===== src/rtl/uart_word_receiver.sv =====
// uart_word_receiver
//   Receives 8N1/8N2 UART bytes and assembles four of them into a 32-bit
//   word. The first byte on the line lands in bits [7:0]. A bad stop bit
//   drops the partial word. A partial word is also dropped when the line
//   stays idle for TIMEOUT_BITS bit times.
//
// Ports
//   clk        : single clock, all state on the rising edge
//   rst_n      : asynchronous active-low reset (deassertion re-synchronised)
//   RxD        : asynchronous serial line, idle high
//   dataOut    : last fully assembled word, held until the next word
//   dataValid  : one-cycle pulse when dataOut is updated
//   frameError : one-cycle pulse on a bad stop bit
//   busy       : high while a byte or a partial word is in progress
`timescale 1ns/1ps
module uart_word_receiver #(
  parameter int CLK_FREQ     = 50000000,
  parameter int BAUD         = 115200,
  parameter int TIMEOUT_BITS = 32
) (
  input  logic        clk,
  input  logic        rst_n,
  input  logic        RxD,
  output logic [31:0] dataOut,
  output logic        dataValid,
  output logic        frameError,
  output logic        busy
);

  localparam int DIV_RAW   = CLK_FREQ / (BAUD * 16);
  localparam int DIV       = (DIV_RAW < 1) ? 1 : DIV_RAW;
  localparam int DIV_W     = (DIV > 1) ? $clog2(DIV) : 1;
  localparam int GAP_TICKS = TIMEOUT_BITS * 16;
  localparam int GAP_W     = $clog2(GAP_TICKS + 1);

  typedef enum logic [1:0] {S_IDLE, S_START, S_DATA, S_STOP} state_t;

  // Reset asserts asynchronously. Its release is delayed through two flops
  // so that every other register leaves reset on a clean clock edge.
  logic [1:0] rst_pipe;
  logic       rst_s_n;

  always_ff @(posedge clk or negedge rst_n) begin
    if (!rst_n) rst_pipe <= '0;
    else        rst_pipe <= {rst_pipe[0], 1'b1};
  end
  assign rst_s_n = rst_pipe[1];

  // Two-flop synchroniser on the serial line. Both flops reset to idle (1).
  logic rx_meta, rx;

  always_ff @(posedge clk or negedge rst_s_n) begin
    if (!rst_s_n) begin
      rx_meta <= 1'b1;
      rx      <= 1'b1;
    end else begin
      rx_meta <= RxD;
      rx      <= rx_meta;
    end
  end

  // Free-running 16x oversample tick generator.
  logic [DIV_W-1:0] div_cnt;
  logic             tick;

  assign tick = (div_cnt == DIV_W'(DIV - 1));

  always_ff @(posedge clk or negedge rst_s_n) begin
    if (!rst_s_n)  div_cnt <= '0;
    else if (tick) div_cnt <= '0;
    else           div_cnt <= div_cnt + DIV_W'(1);
  end

  // Byte FSM and word assembly
  state_t           state, state_n;
  logic [3:0]       sample_cnt, sample_n;
  logic [2:0]       bit_cnt, bit_n;
  logic [7:0]       shreg, shreg_n;
  logic [1:0]       byte_cnt, byte_cnt_n;
  logic [31:0]      word, word_n;
  logic [GAP_W-1:0] gap_cnt, gap_n;
  logic [31:0]      dout_n;
  logic             valid_n, ferr_n;

  always_ff @(posedge clk or negedge rst_s_n) begin
    if (!rst_s_n) begin
      state      <= S_IDLE;
      sample_cnt <= '0;
      bit_cnt    <= '0;
      shreg      <= '0;
      byte_cnt   <= '0;
      word       <= '0;
      gap_cnt    <= '0;
      dataOut    <= '0;
      dataValid  <= 1'b0;
      frameError <= 1'b0;
    end else begin
      state      <= state_n;
      sample_cnt <= sample_n;
      bit_cnt    <= bit_n;
      shreg      <= shreg_n;
      byte_cnt   <= byte_cnt_n;
      word       <= word_n;
      gap_cnt    <= gap_n;
      dataOut    <= dout_n;
      dataValid  <= valid_n;
      frameError <= ferr_n;
    end
  end

  always_comb begin
    state_n    = state;
    sample_n   = sample_cnt;
    bit_n      = bit_cnt;
    shreg_n    = shreg;
    byte_cnt_n = byte_cnt;
    word_n     = word;
    gap_n      = gap_cnt;
    dout_n     = dataOut;
    valid_n    = 1'b0;
    ferr_n     = 1'b0;

    unique case (state)
      S_IDLE: begin
        if (tick) begin
          if (!rx) begin
            state_n  = S_START;
            sample_n = '0;
            gap_n    = '0;
          end else if (byte_cnt != 2'd0) begin
            // Inter-byte gap watchdog: silently drop the partial word.
            if (gap_cnt == GAP_W'(GAP_TICKS - 1)) begin
              gap_n      = '0;
              byte_cnt_n = '0;
              word_n     = '0;
            end else begin
              gap_n = gap_cnt + GAP_W'(1);
            end
          end
        end
      end

      S_START: begin
        if (tick) begin
          if (sample_cnt == 4'd7) begin
            if (!rx) begin
              state_n  = S_DATA;
              sample_n = '0;
              bit_n    = '0;
            end else begin
              state_n = S_IDLE;
            end
          end else begin
            sample_n = sample_cnt + 4'd1;
          end
        end
      end

      S_DATA: begin
        if (tick) begin
          // The 4-bit counter wraps, so every 16th tick lands at mid-bit.
          sample_n = sample_cnt + 4'd1;
          if (sample_cnt == 4'd15) begin
            shreg_n = {rx, shreg[7:1]};
            bit_n   = bit_cnt + 3'd1;
            if (bit_cnt == 3'd7) state_n = S_STOP;
          end
        end
      end

      S_STOP: begin
        if (tick) begin
          sample_n = sample_cnt + 4'd1;
          if (sample_cnt == 4'd15) begin
            state_n = S_IDLE;
            gap_n   = '0;
            if (rx) begin
              if (byte_cnt == 2'd3) begin
                dout_n     = {shreg, word[23:0]};
                valid_n    = 1'b1;
                word_n     = '0;
                byte_cnt_n = '0;
              end else begin
                word_n[{byte_cnt, 3'b000} +: 8] = shreg;
                byte_cnt_n = byte_cnt + 2'd1;
              end
            end else begin
              ferr_n     = 1'b1;
              word_n     = '0;
              byte_cnt_n = '0;
            end
          end
        end
      end

      default: state_n = S_IDLE;
    endcase
  end

  assign busy = (state != S_IDLE) || (byte_cnt != 2'd0);

endmodule


===== config.mk =====
export PLATFORM = sky130hd
export DESIGN_NAME = uart_word_receiver
export DESIGN_NICKNAME = d
export VERILOG_FILES = /design/src/rtl/uart_word_receiver.sv
export SDC_FILE = /design/constraint.sdc
export NUM_CORES = 1
export LEC_CHECK = 0
export ABC_AREA = 1
export CORE_ASPECT_RATIO = 1.1
export CORE_MARGIN = 3
export CORE_UTILIZATION = 52
export CTS_CLUSTER_DIAMETER = 40
export DETAILED_ROUTE_END_ITERATION = 8
export PLACE_DENSITY_LB_ADDON = 0.25
export SETUP_SLACK_MARGIN = 0.15
export SLEW_MARGIN = 20
export SYNTH_ARGS = -nofsm -noshare
export SYNTH_HDL_FRONTEND = slang
export SYNTH_SLANG_ARGS = --single-unit

===== constraint.sdc =====
create_clock -name clk -period 2.77 [get_ports clk]
set_input_delay 0.831 -clock clk [delete_from_list [all_inputs] [get_ports clk]]
set_output_delay 0.831 -clock clk [all_outputs]
set_load 0.005 [all_outputs]

==> metrics.yaml <==
crit_chain: "inv_1 > ha_1 > nand2_1 > clkdlybuf4s50_1"
yosysTopAreaCellShare_pct: 52.4
power_density_nw_per_um2: 581
fin_cells: 691
grt_max_degree: 56
holdPathStages: 0
areaGrowthSynthToFinish_pct: 14.9
wl_met2_um: 4240
syn_area_sq_um: 4490
grtUsageTotal_pct: 19.0
routed_wl_um: 8620
dpl.cell_count: 673
final-setup-viol-count: 0
crit_arrival_ps: 1690
max_freq_mhz: 397
diodes: 0
wl_met3_um: 266
std_cell_rows: 34
wl_met1_um: 4030
initial_core_util_pct: 54.9
nets: 596
die_area_sq_um: 9780
period_minus_slack_ps: 2520
fp.dieH_um: 103
cts-root-buf: "clkbuf_8"
io_pins: 38
initialDrtViolationCount: 157
vias: 3482
cp-startpoint: "byte_cnt[0]"
min_path_type: "register to register"
worstHoldStart: "rst_pipe[0]"
synth_fp_nets: 554
synth_area_leaders: "dfrtp_1, nand2_1, ha_1"
drv_cap: 0
via_per_inst: 5.04
port_buffers: 37
wl_per_cell_um: 12.5
antenna_left: 0
cts.clk_slew.worst_paths_ps: 90
top_layer_used: "met4"
cp.depth: 4
worstMarginPinSlew_ps: 678
fin_tns_setup_ps: 0
fin_area_sq_um: 5150
first_pass_iters: 4
cts.path.max_buffers: 2
startpoint_type: "register"
cts_buffers: 9
fillerInstances: 728
ys_seq_elements: 96
die_w_um: 94.6
status: "completed"
relSlewSlack_pct: 54.8
clkSinkCount: 96
period_share_pct: 91.0
reg2reg_slack_ps: 630
multi_input_area_sq_um: 1820
avgSynthCellArea_sq_um: 8.37
timing.hold.ws_ps: 354
yosysWarningCount: 0
hold_viol: 0
p_leak_nw: 2.59
synth-seq-area-share_pct: 53.6
rsz0062_at_grt: "no"
syn_inst: 536
critPathBufInv: 2
cts_tree: "built"
core_area_sq_um: 8170
ys_types: 28
dp_hpwl_um: 6230
grt_pass1_vias: 3276
crit_path_top_delay_cell: "clkdlybuf4s50_1"
utilization_pct: 63.1
dpl_cell_area_sq_um: 4970
fin_ws_ps: 249
p_total_mw: 2.99
peakVddDrop_uv: 431
cp_top_family: "buffers and inverters"
cp-end-kind: "output pin"
worstPathMaxFanout: 6
worst_ep_required_time_ps: 1940
overflow: 0
gp_congestion: 0.870
r2r-start: "div_cnt[0]"
worst_skew_pair.late_latency_ps: 360
max_stage_delay_ps: 450
drv_slew: 0
dp_slack_ps: 554
path_class: "register to output pin"
reg2reg_depth: 10
drive_above_1_share_pct: 8.23
regArea_sq_um: 2410
fin_skew_ps: 11.9
cts_max_level: 3
drc: 0
antenna_found_initial: 0
grt_first_pass_wirelength_um: 14700
synth_top_area_cell: "dfrtp_1"
holdBufCountCts: 0
## Yosys cell counts, drive strengths merged
library cell and count:
o21a 1, inv 49, nand2 207, clkbuf 6, conb 1, a21o 1, nor3 17, o22ai 1
ha 15, xnor2 2, nor2 38, nand3 26, a21oi 4, dfrtp 94, dfstp 2, o21ai 34
xor2 2, buf 8, nand4 28
## flip-flops by register name, summed over array words and instances, names as in the netlist, named ones only
name and flops:
dataOut 32, word 24, gap_cnt 10, shreg 8, div_cnt 5, sample_cnt 4
bit_cnt 3, byte_cnt 2, rst_pipe 2, dataValid 1, frameError 1, rx 1
rx_meta 1, state 1
## layout make-up
cell class	instances	area share (%)
Multi-Input combinational cell	377	35.4
Sequential cell	96	46.7
Inverter	49	3.57
Tap cell	108	2.62
Clock inverter	6	0.850
Timing Repair Buffer	45	8.35
Clock buffer	10	2.48
## cells in the final DEF, fill, tap and decap left out, types with 3 or more instances in the layout
cell             Yosys  routed
a21oi_1              4       4
buf_4                0       8
clkbuf_8             0       9
clkdlybuf4s50_1      0      37
dfrtp_1             94      92
ha_1                15      15
inv_1               40      40
inv_2                9       9
nand2_1            204     204
nand2_2              3       3
nand3_1             22      22
nand3_4              3       3
nand4_1             28      28
nor2_1              34      34
nor2_2               3       3
nor3_1              17      17
o21ai_0             27      27
o21ai_1              6       6
## layer usage
| layer | up-vias | global-route usage (%) |
|---|---|---|
| met1 | 1624 | 25.0 |
| li1 | 1798 | - |
| met3 | 6 | 3.04 |
| met5 | - | 0 |
| met2 | 54 | 32.5 |
| met4 | 0 | 5.99 |
## final timing paths
| kind | end |
|---|---|
| setup / recovery | busy |
| hold / removal | rst_pipe[1] |
| setup reg to reg | dataOut[8] |
| hold reg to reg | rst_pipe[1] |
| max in group asynchronous | dataOut[20] |
| min in group asynchronous | dataOut[26] |
## cells by family (layout without fill, tap and decap cells)
logic type	count (synthesis)	count (layout)	share of synthesized area, %
and+or+nand+nor	316	316	30.6
adders and majority gates	15	15	4.18
DFF	96	96	53.6
xor gates and xnor gates	4	4	0.781
other	1	1	0.0836
buffers and inverters	63	110	5.77
AOI/OAI and AO/OA	41	41	4.96
## timing repair
item,CTS,global route
hold endpoints to repair,0,0
endpoints found under the setup margin,1,1
gates resized for setup,0,1
cloned,0,0
setup buffers,1,1
## report_power, final
group          internal [mW]  leakage [nW]  switching, mW
registers               1.45          1.31         0.0563
logic                  0.188          1.19          0.472
clock network          0.332        0.0870          0.492
total                   1.97          2.59           1.02
Note: power is estimated with default switching activity, not from simulation.
